`config.mk`:
```
export PLATFORM = sky130hd
export DESIGN_NAME = store_buffer
export DESIGN_NICKNAME = d
export VERILOG_FILES = /design/src/rtl/mem_pkg.sv /design/src/rtl/stb_overlap_chk.sv /design/src/rtl/store_buffer.sv
export SDC_FILE = /design/constraint.sdc
export NUM_CORES = 1
export LEC_CHECK = 0
export BUFFER_PORTS_ARGS = -buffer_cell sky130_fd_sc_hd__buf_2
export CAP_MARGIN = 20
export CORE_ASPECT_RATIO = 1.1
export CORE_MARGIN = 2
export CORE_UTILIZATION = 60
export DETAILED_ROUTE_END_ITERATION = 8
export GPL_ROUTABILITY_DRIVEN = 0
export PLACE_DENSITY = 0.91
export SLEW_MARGIN = 20
export SYNTH_ARGS = -nofsm -noshare
export SYNTH_HDL_FRONTEND = slang
export SYNTH_SLANG_ARGS = --single-unit
export TNS_END_PERCENT = 50
```
`constraint.sdc`:
```
create_clock -name clk -period 13.8 [get_ports clk]
set_clock_uncertainty 0.15 [all_clocks]
set_input_delay 2.76 -clock clk [delete_from_list [all_inputs] [get_ports clk]]
set_output_delay 2.76 -clock clk [all_outputs]
set_load 0.02 [all_outputs]
```
`src/rtl/mem_pkg.sv`:
```
// Memory access modes, store-buffer entry layout and size/extension helpers.
// Shared by store_buffer and its per-entry overlap checker.
package mem_pkg;

    localparam int ADDR_W = 32;

    typedef enum logic [2:0] {
        BYTE      = 3'b000,
        HALFWORD  = 3'b001,
        WORD      = 3'b010,
        UBYTE     = 3'b011,
        UHALFWORD = 3'b100
    } mem_mode_e;

    typedef struct packed {
        logic [ADDR_W-1:0] addr;
        logic [31:0]       data;
        mem_mode_e         mode;
    } stb_entry_t;

    // Unknown encodings are treated as full words so they never under-report an overlap.
    function automatic logic [2:0] mode_size(input mem_mode_e m);
        case (m)
            BYTE, UBYTE:         return 3'd1;
            HALFWORD, UHALFWORD: return 3'd2;
            default:             return 3'd4;
        endcase
    endfunction

    function automatic logic [31:0] ld_extend(input logic [31:0] d, input mem_mode_e m);
        case (m)
            BYTE:      return {{24{d[7]}}, d[7:0]};
            HALFWORD:  return {{16{d[15]}}, d[15:0]};
            UBYTE:     return {24'h0, d[7:0]};
            UHALFWORD: return {16'h0, d[15:0]};
            default:   return d;
        endcase
    endfunction

endpackage

```
`src/rtl/stb_overlap_chk.sv`:
```
// Purpose: compares one store-buffer entry's byte range against the load byte range.
// Latency: combinational. Backpressure: none.
module stb_overlap_chk
    import mem_pkg::*;
#(
    parameter int AW = ADDR_W
) (
    input  logic          entry_vld,
    input  logic [AW-1:0] entry_addr,
    input  mem_mode_e     entry_mode,
    input  logic [AW-1:0] ld_addr,
    input  mem_mode_e     ld_mode,
    output logic          hit,
    output logic          exact_match
);

    // One extra bit on the range ends so ranges near the top of memory do not wrap.
    logic [AW:0] st_end;
    logic [AW:0] ld_end;

    assign st_end = {1'b0, entry_addr} + (AW+1)'(mode_size(entry_mode));
    assign ld_end = {1'b0, ld_addr} + (AW+1)'(mode_size(ld_mode));

    assign hit         = entry_vld && ({1'b0, entry_addr} < ld_end) && ({1'b0, ld_addr} < st_end);
    assign exact_match = entry_vld && (entry_addr == ld_addr);

endmodule

```
`src/rtl/store_buffer.sv`:
```
// Purpose: FIFO of committed stores draining one per cycle into data_mem; guards loads against pending stores.
// Latency: pushed store drainable next cycle; load result/stall combinational. Optional macro: STB_FWD_EN.
// Backpressure: st_ready low when full or flushing; loads own the memory port, conflicting loads stall.
module store_buffer
    import mem_pkg::*;
#(
    parameter int DEPTH = 4,
    parameter int AW    = ADDR_W   // must equal ADDR_W, the entry address width
) (
    input  logic          clk,
    input  logic          rst_n,
    input  logic          st_valid,
    output logic          st_ready,
    input  logic [AW-1:0] st_addr,
    input  logic [31:0]   st_data,
    input  logic [2:0]    st_mode,
    input  logic          drain_en,
    input  logic          flush,
    output logic          flush_done,
    output logic          empty,
    output logic          mem_wr_en,
    output logic [AW-1:0] mem_addr,
    output logic [31:0]   mem_wdata,
    output logic [2:0]    mem_mode,
    input  logic          ld_valid,
    input  logic [AW-1:0] ld_addr,
    input  logic [2:0]    ld_mode,
    input  logic [31:0]   mem_rdata,
    output logic [31:0]   ld_data,
    output logic          ld_stall
);

    localparam int PW = $clog2(DEPTH);

    stb_entry_t       ent_q [DEPTH];
    stb_entry_t       head_ent;
    logic [PW-1:0]    head_q;
    logic [PW-1:0]    tail_q;
    logic [PW:0]      count_q;
    logic             push;
    logic             drain;
    logic [PW-1:0]    age [DEPTH];
    logic [DEPTH-1:0] ent_vld;
    logic [DEPTH-1:0] hit;
    logic [DEPTH-1:0] exact;

    assign empty      = (count_q == '0);
    assign st_ready   = (count_q != (PW+1)'(DEPTH)) && !flush;
    assign flush_done = flush && empty;
    assign push       = st_valid && st_ready;
    // A load owns the shared address port, so draining waits for a load-free cycle.
    assign drain      = !empty && drain_en && !ld_valid;

    assign head_ent  = ent_q[head_q];
    assign mem_wr_en = drain;
    assign mem_addr  = ld_valid ? ld_addr : head_ent.addr;
    assign mem_wdata = head_ent.data;
    assign mem_mode  = ld_valid ? ld_mode : head_ent.mode;

    always_ff @(posedge clk or negedge rst_n) begin
        if (!rst_n) begin
            head_q  <= '0;
            tail_q  <= '0;
            count_q <= '0;
        end else begin
            if (push)
                tail_q <= tail_q + 1'b1;
            if (drain)
                head_q <= head_q + 1'b1;
            count_q <= count_q + (PW+1)'(push) - (PW+1)'(drain);
        end
    end

    // Payload needs no reset: count_q alone decides which slots are live.
    always_ff @(posedge clk) begin
        if (push)
            ent_q[tail_q] <= '{addr: st_addr, data: st_data, mode: mem_mode_e'(st_mode)};
    end

    for (genvar i = 0; i < DEPTH; i++) begin : g_chk
        assign age[i]     = PW'(i) - head_q;
        assign ent_vld[i] = ({1'b0, age[i]} < count_q);

        stb_overlap_chk #(.AW(AW)) u_chk (
            .entry_vld   (ent_vld[i]),
            .entry_addr  (ent_q[i].addr),
            .entry_mode  (ent_q[i].mode),
            .ld_addr     (ld_addr),
            .ld_mode     (mem_mode_e'(ld_mode)),
            .hit         (hit[i]),
            .exact_match (exact[i])
        );
    end

`ifdef STB_FWD_EN
    logic          sel_hit;
    logic [PW-1:0] sel_idx;
    logic [PW-1:0] sel_age;
    stb_entry_t    sel_ent;
    logic          fwd_ok;

    // Youngest overlapping entry is the one furthest from head.
    always_comb begin
        sel_hit = 1'b0;
        sel_idx = '0;
        sel_age = '0;
        for (int i = 0; i < DEPTH; i++) begin
            if (hit[i] && (!sel_hit || age[i] > sel_age)) begin
                sel_hit = 1'b1;
                sel_idx = PW'(i);
                sel_age = age[i];
            end
        end
    end

    assign sel_ent  = ent_q[sel_idx];
    assign fwd_ok   = exact[sel_idx] && (mode_size(sel_ent.mode) >= mode_size(mem_mode_e'(ld_mode)));
    assign ld_stall = ld_valid && sel_hit && !fwd_ok;
    assign ld_data  = (ld_valid && sel_hit && fwd_ok) ? ld_extend(sel_ent.data, mem_mode_e'(ld_mode))
                                                      : mem_rdata;
`else
    // An exact address match is always also an overlap; folding it in keeps both checker outputs live.
    assign ld_stall = ld_valid && |(hit | exact);
    assign ld_data  = mem_rdata;
`endif

endmodule

```
Word-level counts from Yosys, hierarchy flattened
Memory sizes are Yosys's and may differ from the RTL's.
Cells that the tools add are included.
- register bits: 7
- bits in writable memories: 268
- output and inout port bits: 104
- memories kept: 1
- add/sub/neg operators: 13
- $lt $le $gt $ge: 12
- equality and inequality tests: 20
- mux-type cells: 9
- bitwise logic cells: 1
- reduce and logical (&&, ||, !) cells: 38
- memory list (memory ; words ; width ; read ports ; clocked after Yosys merged registers in ; write ports ; line ; RTL):
    ent_q ; 4 ; 67 ; 5 ; 0 ; 1 ; store_buffer.sv:35 ; stb_entry_t ent_q [DEPTH];
- operators with widths (operator ; number):
    32-bit by 33-bit less-than comparator with 1-bit output ; 8
    32-bit by 3-bit adder with 33-bit output ; 5
    32-bit equality test ; 4
    32-bit 2-to-1 mux ; 1
    3-bit one-hot mux with 2 select lines ; 5
    2-bit OR reduction ; 10
    1-bit logical AND ; 18
    3-bit logical NOT ; 6
    3-bit by 1-bit equality test with 1-bit output, second input constant ; 5
    3-bit by 2-bit equality test with 1-bit output, second input constant ; 5
    3-bit equality test, second input constant ; 5
    2-bit by 3-bit less-than comparator with 1-bit output ; 4
    2-bit by 1-bit adder with 2-bit output, second input constant ; 2
    4-bit bitwise OR ; 1
    4-bit OR reduction ; 1
    1-bit by 2-bit subtractor with 2-bit output, first input constant ; 2
    2-bit subtractor, first input constant ; 2
    3-bit by 1-bit adder with 3-bit output ; 1
    1-bit logical NOT ; 3
    3-bit 2-to-1 mux ; 1
    3-bit inequality test, second input constant ; 1
    3-bit by 1-bit subtractor with 3-bit output ; 1
    1-bit 2-to-1 mux ; 2

Depth between registers and ports, before layout
- depth in word-level cells: 10
- depth in mapped cells: 24
- gate-level depth less buffers: 24

Cells and area by module
Synthesis repeated with hierarchy kept, for this count alone.
- cell total of the unflattened synthesis: 2170
- area total of the unflattened synthesis: 23505.0 um^2
- modules (own cells, without submodules) (module ; instances ; cells an instance ; area an instance (um^2) ; sequential area each (um^2)):
    store_buffer ; 1 ; 603 ; 11025.6 ; 8222.9
    stb_overlap_chk (g_chk[1].u_chk ...) ; 2 ; 391 ; 3153.0 ; 0.0
    stb_overlap_chk (g_chk[2].u_chk) ; 1 ; 397 ; 3109.2 ; 0.0
    stb_overlap_chk (g_chk[0].u_chk) ; 1 ; 388 ; 3064.2 ; 0.0

Worst setup path before layout
OpenSTA, ideal clock, no wires.
- kind: input to output
- start point: input port ld_mode[1]
- end point: output port ld_stall
- arrival: 6.508 ns
- data required time: 10.890 ns
- setup slack: 4.382 ns
- stages on the path: 19
- path through: xor2_1 -> nor2_1 -> ha_1 -> inv_1 -> fa_1 -> nand2b_1 -> a21oi_1 -> xnor2_1 -> ha_1 -> nand4_1 -> o21bai_1 -> a211o_1 -> maj3_1 -> a221oi_1 -> o21ai_0 -> maj3_1 -> a31oi_1 -> o211a_1 -> or4_1
- word-level cells in the longest chain between the ends: 10
- elaborated cells between the ends (all ways): 23
- ends and longest elaborated chain (item ; line ; RTL):
    start, declared ; store_buffer.sv:27 ; input logic [2:0] ld_mode,
    3-bit by 1-bit equality test with 1-bit output, or another cell as far along ; mem_pkg.sv:23 ; case (m)
    2-bit OR reduction ; mem_pkg.sv:23 ;
    3-bit one-hot mux with 2 select lines * ; mem_pkg.sv:23 ;
    32-bit by 3-bit adder with 33-bit output * ; stb_overlap_chk.sv:22 ; assign ld_end = {1'b0, ld_addr} + (AW+1)'(mode_size(ld_mode));
    32-bit by 33-bit less-than comparator with 1-bit output ; stb_overlap_chk.sv:24 ; assign hit = entry_vld && ({1'b0, entry_addr} < ld_end) && ({1'b0, ld_addr} < st_end);
    1-bit logical AND (2 in series) ; stb_overlap_chk.sv:24 ;
    4-bit bitwise OR * ; store_buffer.sv:123 ; assign ld_stall = ld_valid && |(hit | exact);
    4-bit OR reduction * ; store_buffer.sv:123 ;
    1-bit logical AND * ; store_buffer.sv:123 ;
    end, declared ; store_buffer.sv:30 ; output logic ld_stall
Mark *: on every way between the ends. The rest lies on a longest branch, timed or not.

Final worst setup path
Ends and elaborated chain as after synthesis.

==> results.sh <==
export IMPL_cp_arrival_ns=7.65
export IMPL_synthCells=1884
export IMPL_die_h_um=202.1
export IMPL_slew_viol_final=0
export IMPL_drc=0
export IMPL_dp_hpwl_um=47720
export IMPL_async_flop_share_pct=2.545
export IMPL_grt_pass1_vias=17310
export IMPL_root_buffer="clkbuf_16"
export IMPL_grt_max_degree=71
export IMPL_synth_cell_type_count=74
export IMPL_path_class="in2out"
export IMPL_placementRows=72
export IMPL_hp_class="reg2reg"
export IMPL_status="finished clean"
export IMPL_synth_warnings=0
export IMPL_synth_yosys_seq_area_share_pct=38.42
export IMPL_critPathCaptureType="primary output"
export IMPL_layout_common_cells="edfxtp_1 (268), ha_1 (221), buf_2 (179)"
export IMPL_finalSetupViolations=0
export IMPL_grt_ovfl_total=0
export IMPL_dr_pass1_iters=8
export IMPL_post_place_cells=2382
export IMPL_synth_seq_cells=275
export IMPL_avgSynthCellArea_sq_um=11.36
export IMPL_final_area_sq_um=23260
export IMPL_gr_usage_all_layers_pct=35.36
export IMPL_cap_violations=0
export IMPL_clkSlewWorstSetupHoldPaths_ns=0.06
export IMPL_holdPathEnd="count_q[0]"
export IMPL_pin_count=244
export IMPL_antenna_found_initial=8
export IMPL_io_buffers=179
export IMPL_die_area_sq_um=37200
export IMPL_htreeDepth=1
export IMPL_final_common_cell="edfxtp_1"
export IMPL_r2r_end="count_q[2]"
export IMPL_synthesis_nets=2251
export IMPL_slew_headroom_pct=23.63
export IMPL_dieWidth_um=184.1
export IMPL_cts_setup_buffers=0
export IMPL_nFillCells=2498
export IMPL_dpl_cell_area_sq_um=22270
export IMPL_crit_required_ns=10.89
export IMPL_area_delta_synth_final_pct=8.675
export IMPL_ir_drop_v=0.0001716
export IMPL_cp_max_fo=4
export IMPL_wl_per_cell_um=27.32
export IMPL_drive_gt1_share_pct=18.30
export IMPL_coreArea_sq_um=35130
export IMPL_fin_crit_sh_pct=76.50
export IMPL_final_cells=2436
export IMPL_num_vias=17130
export IMPL_hold_violations=0
export IMPL_holdPathStages=1
export IMPL_clock_sinks=275
export IMPL_cts_buffer_depth=3
export IMPL_reg2reg_from="count_q[2]"
export IMPL_rsz0062_at_grt="no"
export IMPL_grt_pass1_wl_um=99570
export IMPL_cts_resized=0
export IMPL_worstMarginPinSlew_ns=1.135
export IMPL_synth_area_sq_um=21400
export IMPL_finalSetupTns_ns=0
export IMPL_yosys_area_top_type="edfxtp_1"
export IMPL_rrSetupSlack_ns=11.06
export IMPL_initial_utilization_pct=60.92
export IMPL_cts_hold_buf=0
export IMPL_post_route_min_period_ns=10.56
export IMPL_r2r_cells=9
export IMPL_numCtsBuffers=27
export IMPL_max_freq_mhz=94.72
export IMPL_synth_top_cell_area_share_pct=37.60
export IMPL_p_per_area_nw_per_um2=134.1
export IMPL_drt_iter0_markers=2198
export IMPL_synth_area_leaders="edfxtp_1 (38%), ha_1 (13%), mux4_2 (7.1%)"
export IMPL_drtAntennaViolNets=0
export IMPL_fin_util_pct=66.20
export IMPL_critPathLaunchType="input port"
export IMPL_clk_latency_ns=0.57
export IMPL_drt_wl_total_um=66540
export IMPL_synth_top_flop_cell="edfxtp_1"
export IMPL_finish_net_count=2336
export IMPL_hold_path_startpoint="count_q[0]"
export IMPL_cts_tree="done"
export IMPL_via_per_inst=7.032
export IMPL_synth_edf_count=268
export IMPL_p_leak_nw=8.770
==> synthesized netlist by cell type, drive strengths merged (49+ instances only) <==
| master | number |
|---|---|
| edfxtp | 268 |
| ha | 221 |
| xnor2 | 166 |
| xor2 | 161 |
| nand2 | 114 |
| nand4 | 72 |
| nor2 | 72 |
| clkbuf | 70 |
| a21oi | 67 |
| mux4 | 67 |
| buf | 62 |
| nand3 | 56 |
| inv | 51 |
| a21o | 49 |
==> stage by stage <==
| step | worst slack, ns | power [mW] | hold slack, ns |
|---|---|---|---|
| 3_3_place_gp | 3.565 | 2.267 | 0.4493 |
| 2_1_floorplan | 4.382 | 1.960 | 0.3830 |
| 6_report | 3.243 | 3.119 | 0.4754 |
| 5_1_grt | 3.035 | 3.239 | 0.5196 |
| 3_5_place_dp | 3.451 | 2.318 | 0.4693 |
| 4_1_cts | 3.441 | 3.091 | 0.4780 |
==> state kept, by name, summed over array words and instances (netlist names) <==
signal	flops
count_q	3
ent_q	268
head_q	2
tail_q	2
==> report_power, final <==
group / internal (mW) / switching [mW] / leakage, nW
Combinational: 0.513 / 0.670 / 5.80
Sequential: 1.02 / 0.145 / 2.51
Clock: 0.437 / 0.332 / 0.457
Total: 1.97 / 1.15 / 8.77
==> worst max path at each step <==
stage / startpoint / to / cells past startpoint
after global placement: ld_mode[1] / ld_stall / 21
after CTS: ld_mode[1] / ld_stall / 21
after floorplan: ld_mode[1] / ld_stall / 19
final: ld_mode[1] / ld_stall / 21
after detailed placement: ld_mode[1] / ld_stall / 21
after global routing: ld_mode[0] / ld_stall / 21
==> final cells by class <==
class	instances	area, sq um	share of cell area [%]
Sequential cell	275	8230	35.38
Clock buffer	27	675.6	2.905
Timing Repair Buffer	188	1003	4.314
Clock inverter	22	242.7	1.044
Inverter	51	191.4	0.8230
Antenna cell	3	7.507	0.03228
Multi-Input combinational cell	1426	12350	53.11
Tap cell	444	555.5	2.388
==> worst max-delay path, cell delays in order <==
cell and delay (ns):
buf_2 0.15, xor2_1 0.16, nor2_1 0.09, ha_1 0.18
inv_1 0.06, fa_1 0.41, nand2b_1 0.23, a21oi_1 0.40
xnor2_1 0.29, ha_1 0.34, nand4_1 0.11, o21bai_1 0.09
a211o_1 0.30, maj3_1 0.35, a221oi_1 0.31, o21ai_0 0.21
maj3_1 0.38, a31oi_1 0.24, o211a_1 0.21, or4_1 0.16
buf_2 0.19
==> logic make-up after synthesis <==
kind of cell	share of synthesized area, %
AO/OA/AOI/OAI	8.523
adder cells (fa/ha/maj)	14.57
XOR/XNOR	13.73
multiplexers	9.301
buffers and inverters	3.987
flip-flops	38.42
AND/OR/NAND/NOR	11.47
==> per-layer routing <==
metal	up-vias	track usage (%)	wire length (um)
met5	-	1.867	151
met2	1322	55.88	29960
met4	10	25.17	5797
met3	438	10.34	8405
li1	7236	-	-
met1	8125	41.06	22230
(Power assumes the default switching activity.)
